--- config.mk ---
export PLATFORM = sky130hd
export DESIGN_NAME = maze_scanner
export DESIGN_NICKNAME = d
export VERILOG_FILES = /design/src/rtl/maze_scanner.sv
export SDC_FILE = /design/constraint.sdc
export NUM_CORES = 1
export LEC_CHECK = 0
export CAP_MARGIN = 5
export CORE_MARGIN = 4
export CORE_UTILIZATION = 49
export CTS_BUF_LIST = sky130_fd_sc_hd__clkbuf_16
export CTS_CLUSTER_SIZE = 8
export DETAILED_ROUTE_END_ITERATION = 16
export PLACE_DENSITY = 0.76
export SLEW_MARGIN = 20
export SYNTH_ARGS = -nofsm -noshare
export SYNTH_HDL_FRONTEND = slang
export SYNTH_SLANG_ARGS = --single-unit
export TNS_END_PERCENT = 30
--- constraint.sdc ---
create_clock -name clk -period 1.9 [get_ports clk]
set_input_delay 0.38 -clock clk [delete_from_list [all_inputs] [get_ports clk]]
set_output_delay 0.38 -clock clk [all_outputs]
set_load 0.03 [all_outputs]
--- src/rtl/maze_scanner.sv ---
// Raster-order reader of the maze cell memory; streams (x, y, cell) over valid/ready and counts PATH cells.
// Optional build macro MAZE_SCANNER_SKIP_OUT_EN: OUT cells are read but not presented.
module maze_scanner #(
   parameter int unsigned MAZE_W = 128,
   parameter int unsigned MAZE_H = 64,
   parameter int unsigned X_W    = $clog2(MAZE_W),
   parameter int unsigned Y_W    = $clog2(MAZE_H)
) (
   input  logic               clk,
   input  logic               rst_n,
   input  logic               start,
   output logic               rd_en,
   output logic [X_W+Y_W-1:0] rd_addr,
   input  logic [1:0]         rd_data,
   output logic               out_valid,
   input  logic               out_ready,
   output logic [X_W-1:0]     out_x,
   output logic [Y_W-1:0]     out_y,
   output logic [1:0]         out_cell,
   output logic [X_W+Y_W:0]   path_count,
   output logic               busy,
   output logic               finish
);

   localparam int unsigned A_W = X_W + Y_W;
   localparam int unsigned C_W = A_W + 1;
   localparam logic [1:0] CELL_PATH = 2'b01;
`ifdef MAZE_SCANNER_SKIP_OUT_EN
   localparam logic [1:0] CELL_OUT  = 2'b00;
`endif

   typedef enum logic [2:0] {
      ST_IDLE,
      ST_READ,
      ST_WAIT,
      ST_PRESENT,
      ST_DONE
   } state_t;

   state_t         state;
   state_t         state_nxt;
   logic [A_W-1:0] addr;
   logic           last;
   logic           clr;
   logic           adv;
   logic           cap;
   logic           inc;

   // {y, x} kept as one counter so the x wrap carries into y for free
   assign last    = (addr == A_W'(MAZE_W * MAZE_H - 1));
   assign rd_addr = addr;

   always_ff @(posedge clk or negedge rst_n) begin
      if (!rst_n) state <= ST_IDLE;
      else        state <= state_nxt;
   end

   // next-state and state-decoded controls
   always_comb begin
      state_nxt = state;
      clr       = 1'b0;
      adv       = 1'b0;
      cap       = 1'b0;
      inc       = 1'b0;
      rd_en     = 1'b0;
      out_valid = 1'b0;
      busy      = 1'b0;
      finish    = 1'b0;
      case (state)
         ST_IDLE: begin
            if (start) begin
               clr       = 1'b1;
               state_nxt = ST_READ;
            end
         end
         ST_READ: begin
            busy      = 1'b1;
            rd_en     = 1'b1;
            state_nxt = ST_WAIT;
         end
         ST_WAIT: begin
            busy = 1'b1;
            inc  = (rd_data == CELL_PATH);
`ifdef MAZE_SCANNER_SKIP_OUT_EN
            if (rd_data == CELL_OUT) begin
               if (last) begin
                  state_nxt = ST_DONE;
               end else begin
                  adv       = 1'b1;
                  state_nxt = ST_READ;
               end
            end else begin
               cap       = 1'b1;
               state_nxt = ST_PRESENT;
            end
`else
            cap       = 1'b1;
            state_nxt = ST_PRESENT;
`endif
         end
         ST_PRESENT: begin
            busy      = 1'b1;
            out_valid = 1'b1;
            if (out_ready) begin
               if (last) begin
                  state_nxt = ST_DONE;
               end else begin
                  adv       = 1'b1;
                  state_nxt = ST_READ;
               end
            end
         end
         ST_DONE: begin
            finish = 1'b1;
            if (start) begin
               clr       = 1'b1;
               state_nxt = ST_READ;
            end
         end
         default: state_nxt = ST_IDLE;
      endcase
   end

   // address counter, PATH counter and presented-cell registers
   always_ff @(posedge clk or negedge rst_n) begin
      if (!rst_n) begin
         addr       <= '0;
         path_count <= '0;
         out_x      <= '0;
         out_y      <= '0;
         out_cell   <= '0;
      end else begin
         if (clr) begin
            addr       <= '0;
            path_count <= '0;
         end else begin
            if (adv) addr <= addr + A_W'(1);
            if (inc) path_count <= path_count + C_W'(1);
         end
         if (cap) begin
            out_x    <= addr[X_W-1:0];
            out_y    <= addr[A_W-1:X_W];
            out_cell <= rd_data;
         end
      end
   end

endmodule

==> run_results.csv, run 1 <==
group,metric,value,unit
global_route,grt_pass1_wl,8480,um
timing,worst_pin_slew,0.5591,ns
setup_path,critPathCapture,"rd_addr[0]",
outcome,status,"completed",
timing,fin_skew,0.002730,ns
yosys,synth_cell_types,35,
global_route,grt_pass1_vias,1723,
setup_path,r2r-start,"state[2]",
cells_and_area,area_delta_synth_final,39.56,%
floorplanning,io-pin-count,52,
cells_and_area,final_cell_mix,"dfrtp_1, clkdlybuf4s50_1, buf_4",
setup_path,crit_arrival,1.48,ns
route,drtIter0Drc,127,
yosys,yosysTopAreaCell,"dfrtp_1",
timing,final-hold-violation-count,0,
floorplanning,design.core.area,4144,sq um
timing,rsz0062_at_grt,"no",
timing,final.min_clock_period,1.861,ns
floorplanning,dieArea,5556,sq um
global_route,track_usage,20.19,%
clock_network,numCtsBuffers,5,
yosys,synth-edff-count,0,
setup_path,regToRegEndpoint,"rd_addr[9]",
cells_and_area,multiInputGateArea,996.0,sq um
placed_design,io_buffer_count,51,
timing,slew_headroom,62.73,%
floorplanning,die_h,74.54,um
yosys,synth_compound_area_share,6.978,%
setup_path,startpoint_type,"flop",
yosys,synthXorXnorAreaFrac,4.037,%
hold_path,hp-class,"input pin to asynchronous set/reset pin",
yosys,synth_area_leaders,"dfrtp_1, mux2_2, nand2_1, xor2_1, nand4_1",
setup_path,critPathRequiredTime,1.52,ns
cells_and_area,drive_above_1_share,19.12,%
global_route,grt_max_degree,46,
route,routed_wl,5214,um
cells_and_area,antenna_cells,0,
route,ant_nets,0,
power,switching_share,35.25,%
power,comb_power_share,37.4,%
yosys,synth_warnings,0,
cells_and_area,layout.nets,279,
route,routedWlPerCell,16.19,um
power,leakagePower,1.401,nW
yosys,synth_top_family_by_area,"simple AND/OR/NAND/NOR gates",
global_route,antenna_found_initial,0,
power,power_density,1177,nW/um^2
floorplanning,row_count,23,
clock_network,clkLatencyLatePin,0.28,ns
clock_network,cts_max_level,2,
yosys,syn_area,2170,sq um
timing,fin_ws,0.03943,ns
route,drc,0,
yosys,yosysTopAreaCellShare,51.90,%
placed_design,gp_congestion,0.8211,
yosys,synthSimpleGateAreaFrac,23.24,%
timing,finalSetupViolations,0,
yosys,synthMuxAreaShare,9.631,%
setup_path,r2r_setup_slack,0.08,ns
clock_network,clkTransAtPathRegs,0.06,ns
timing,finalCritPeriodShare,97.92,%
setup_path,crit_path_start,"rd_addr[0]",
clock_network,cts_tree,"done",
power,report.power.total,0.003563,W
yosys,synth_area_per_cell,10.74,sq um
floorplanning,die_w,74.54,um
yosys,syn-num-nets,210,
flow_run,cap_violations,0,
yosys,syn_inst,202,
setup_path,criticalPathCategory,"flop to output pin",
setup_path,end_kind,"output pin",
placed_design,place_ws,-0.2875,ns
floorplanning,start_util,52.36,%
cells_and_area,final_common_cell,"dfrtp_1",
setup_path,cp_max_fo,7,
cells_and_area,final.fill_count,311,
yosys,synth_ff_type,"dfrtp_1",
placed_design,hpwlAfterDp,3672,um
power,max-vdd-ir-drop,0.7365,mV
yosys,ys_seq_elements,45,
cells_and_area,register_area,1126,sq um
global_route,overflow,0,
route,vias,1802,
clock_network,root_buffer,"clkbuf_16",
setup_path,reg2reg_depth,4,
route,drt_first_pass_iters,4,
clock_network,cts_max_path_buffers,2,
timing,clock.fmax,0.5375,GHz
power,netSwitchingPower,0.001256,W
yosys,synth_fa_ha_area_share,1.153,%
power,intPower,0.002307,W
yosys,ys_seq_area_share,51.90,%
power,pwr-share-clk,26.7,%
yosys,async_flop_share,100.0,%
clock_network,cts.sinks,45,
route,via_per_inst,5.596,
timing,slew_violations,0,
power,seqPwrFrac,35.9,%
==> power groups by stage <==
stage / registers [W] / clock network (W) / logic, W
final: 0.00128 / 0.000950 / 0.00133
after global routing: 0.00130 / 0.00100 / 0.00142
after CTS: 0.00128 / 0.000964 / 0.00134
after detailed placement: 0.00129 / 0 / 0.00134
after global placement: 0.00129 / 0 / 0.00132
after floorplan: 0.00153 / 0 / 0.000519
==> critical path, cell delays in order, from the launching register on <==
cell and delay, ns:
dfrtp_1 0.36, buf_4 0.16, clkdlybuf4s50_1 0.68
==> sequential cells by signal, summed over array words and instances, names as in the netlist <==
name	cells
out_x	7
out_cell	2
state	3
path_count	14
out_y	6
rd_addr	13
==> routing by layer <==
| layer | global-route usage, % | wire, um | vias up |
|---|---|---|---|
| met5 | 0 | 0 | - |
| met4 | 5.336 | 44 | 0 |
| met3 | 4.459 | 263 | 5 |
| met2 | 33.27 | 2638 | 49 |
| met1 | 27.05 | 2268 | 873 |
| li1 | - | - | 875 |
==> per-stage QoR <==
| stage | utilization [%] | std cells | TNS (ns) | instance area [sq um] | hold WS, ns |
|---|---|---|---|---|---|
| floorplan | - | 202 | -0.05534 | 2175 | 0.08441 |
| global placement | 68.75 | 314 | -1.347 | 2849 | 0.4889 |
| detailed placement | 68.75 | 314 | -1.551 | 2849 | 0.4947 |
| CTS | 72.71 | 322 | 0 | 3013 | 0.1992 |
| global route | 73.07 | 322 | 0 | 3028 | 0.2305 |
| finish | 73.07 | 322 | 0 | 3028 | 0.1703 |
==> layout make-up <==
| type | instances | share of cell area [%] |
|---|---|---|
| clock buffers | 5 | 4.132 |
| clock inverters | 3 | 1.240 |
| inverters | 4 | 0.4959 |
| multi-input cells | 143 | 32.89 |
| flip-flops and latches | 45 | 37.19 |
| well taps | 50 | 2.066 |
| repair buffers | 72 | 21.98 |
==> kinds of logic after synthesis <==
group | after synthesis
flops | 45
buf+inv | 14
fa+ha+maj | 2
xor+xnor | 10
mux | 19
compound gates | 25
simple gates | 87
==> worst min-delay path by stage <==
stage                   from  depth (start not counted)       endpoint  slack, ns
floorplan              rst_n                          0    out_cell[0]       0.08
global placement    out_x[1]                          1       out_x[1]       0.49
detailed placement  out_x[0]                          1       out_x[0]       0.49
CTS                    rst_n                          2  path_count[7]       0.20
global route           rst_n                          2     rd_addr[2]       0.23
finish                 rst_n                          2       out_x[3]       0.17
==> Yosys cell counts (4+ instances only) <==
library cell / count
inv_1: 4
nor2_1: 13
o21ai_0: 7
nand3_1: 8
nand4_1: 10
mux2_2: 15
or4_1: 7
nand2_1: 20
nor3_1: 4
xor2_1: 8
dfrtp_1: 45
or3_1: 6
buf_2: 5
mux2i_1: 4
a21oi_1: 9
==> what timing repair did <==
action / 4_1_cts / 5_1_grt
resized for setup: 3 / 5
hold buffers: 0 / 0
buffers inserted: 0 / 0
pin swaps: 0 / 0
setup endpoints to repair: 4 / 5
Note: power is estimated with default switching activity, not from simulation.
==> run 2, diff against run 1 <==
--- a/config.mk
+++ b/config.mk
@@ -6,7 +6,7 @@
 export NUM_CORES = 1
 export LEC_CHECK = 0
 export CAP_MARGIN = 5
-export CORE_MARGIN = 4
+export CORE_MARGIN = 2
 export CORE_UTILIZATION = 49
 export CTS_BUF_LIST = sky130_fd_sc_hd__clkbuf_16
 export CTS_CLUSTER_SIZE = 8
==> run 2 against run 1 <==
Routed wire length decreased by 3.4%. Clock-buffer cell count is the same. Sequential power about the same. Clock skew up 0.00065 ns. Highest routed layer unchanged. Critical endpoint is now rd_addr[2].
==> run_results.csv, run 2 (synthesis gave the netlist of run 1 again) <==
group,metric,value,unit
power,report.power.total,0.003452,W
timing,final-hold-violation-count,0,
clock_network,root_buffer,"clkbuf_16",
timing,slew_violations,0,
timing,worst_pin_slew,0.5061,ns
placed_design,hpwlAfterDp,3567,um
clock_network,clkLatencyLatePin,0.28,ns
timing,finalCritPeriodShare,97.46,%
timing,final.min_clock_period,1.852,ns
power,switching_share,36.54,%
global_route,grt_max_degree,26,
setup_path,startpoint_type,"flop",
floorplanning,design.core.area,4324,sq um
power,pwr-share-clk,23.9,%
clock_network,cts.sinks,45,
clock_network,numCtsBuffers,5,
setup_path,r2r_setup_slack,0.09,ns
setup_path,crit_family,"buffers and inverters",
setup_path,r2r-start,"rd_addr[0]",
setup_path,regToRegEndpoint,"rd_addr[3]",
timing,rsz0062_at_grt,"yes",
outcome,status,"completed",
cells_and_area,final_common_cell,"dfrtp_1",
cells_and_area,drive_above_1_share,18.08,%
setup_path,reg2reg_depth,6,
floorplanning,die_w,70.54,um
setup_path,crit_arrival,1.47,ns
global_route,grt_pass1_wl,8397,um
route,ant_nets,0,
power,seqPwrFrac,36.9,%
floorplanning,dieArea,4976,sq um
clock_network,cts_max_path_buffers,2,
power,netSwitchingPower,0.001261,W
clock_network,cts_max_level,2,
flow_run,cap_violations,0,
global_route,grt_pass1_vias,1738,
timing,slew_headroom,66.26,%
setup_path,end_kind,"output pin",
power,power_density,1153,nW/um^2
timing,fin_skew,0.003383,ns
hold_path,hp-class,"input pin to asynchronous set/reset pin",
clock_network,hold_buffers,0,
setup_path,criticalPathCategory,"flop to output pin",
setup_path,crit_chain,"clkdlybuf4s50_1",
cells_and_area,layout.nets,278,
clock_network,cts_tree,"done",
power,intPower,0.002190,W
clock_network,clkTransAtPathRegs,0.06,ns
setup_path,cpMaxStageDelayCell,"clkdlybuf4s50_1",
cells_and_area,final_cell_mix,"dfrtp_1, clkdlybuf4s50_1, buf_4",
cells_and_area,largest_reg_flops,14,
route,drt_first_pass_iters,4,
global_route,antenna_found_initial,0,
floorplanning,row_count,24,
placed_design,io_buffer_count,51,
power,leakagePower,1.344,nW
route,routed_wl,5037,um
cells_and_area,area_delta_synth_final,37.95,%
route,drc,0,
floorplanning,die_h,70.54,um
power,comb_power_share,39.2,%
floorplanning,io-pin-count,52,
route,vias,1821,
setup_path,cp.buffers_inverters,1,
setup_path,critPathRequiredTime,1.52,ns
cells_and_area,antenna_cells,0,
global_route,track_usage,21.28,%
setup_path,cp_slowest_stage_delay,0.72,ns
placed_design,gp_congestion,0.8249,
cells_and_area,largest-register,"path_count",
timing,clock.fmax,0.5400,GHz
global_route,overflow,0,
power,max-vdd-ir-drop,0.7227,mV
route,via_per_inst,5.638,
placed_design,place_area,2856,sq um
route,routedWlPerCell,15.59,um
timing,finalSetupViolations,0,
route,drtIter0Drc,91,
cells_and_area,fin_area,2993,sq um
floorplanning,start_util,50.17,%
cells_and_area,final.fill_count,345,
setup_path,cp_max_fo,8,
run 2: power groups by stage:
| stage | combinational (W) | sequential, W | clock, W |
|---|---|---|---|
| after global routing | 0.00144 | 0.00130 | 0.000877 |
| after floorplan | 0.000519 | 0.00153 | 0 |
| after detailed placement | 0.00137 | 0.00129 | 0 |
| after CTS | 0.00136 | 0.00127 | 0.000831 |
| final | 0.00135 | 0.00127 | 0.000825 |
| after global placement | 0.00134 | 0.00128 | 0 |
run 2: cell type report:
| type | instances | area [sq um] | area share [%] |
|---|---|---|---|
| flip-flops and latches | 45 | 1126 | 37.63 |
| clock inverters | 3 | 12.51 | 0.4181 |
| clock buffers | 5 | 125.1 | 4.181 |
| well taps | 52 | 65.06 | 2.174 |
| repair buffers | 71 | 661.9 | 22.12 |
| inverters | 4 | 15.01 | 0.5017 |
| multi-input cells | 143 | 987.2 | 32.98 |
run 2: worst max path at each step:
stage,from,to,slack [ns],depth (start not counted)
floorplan,rd_addr[0],rd_addr[4],-0.03,6
global placement,out_ready,rd_addr[9],-0.24,5
CTS,rd_addr[9],rd_addr[9],0.03,1
global route,rd_addr[0],state[0],-0.04,6
finish,rd_addr[2],rd_addr[2],0.05,1
detailed placement,out_ready,rd_addr[5],-0.28,6
run 2: metrics by stage:
| stage | TNS (ns) | hold WS [ns] | util (%) | instances | worst slack [ns] |
|---|---|---|---|---|---|
| final | 0 | 0.05874 | 69.21 | 323 | 0.04826 |
| after global routing | -0.05101 | 0.09186 | 69.21 | 323 | -0.04037 |
| after CTS | 0 | 0.08182 | 69.16 | 323 | 0.03171 |
| after detailed placement | -1.849 | 0.3764 | 66.06 | 315 | -0.2841 |
| after global placement | -1.220 | 0.3739 | 66.06 | 315 | -0.2381 |
| after floorplan | -0.05534 | 0.08441 | - | 202 | -0.02925 |
run 2: routing by layer:
metal | GRT usage [%] | part of all wire (%)
met3 | 4.131 | 5.5
met2 | 33.96 | 49
met4 | 6.709 | 1.1
met1 | 29.80 | 44
met5 | 0 | 0
run 2: what timing repair did:
| item | 4_1_cts | 5_1_grt |
|---|---|---|
| setup endpoints to repair | 4 | 3 |
| setup buffers | 0 | 0 |
| gates cloned | 0 | 0 |
| gates resized for setup | 3 | 1 |
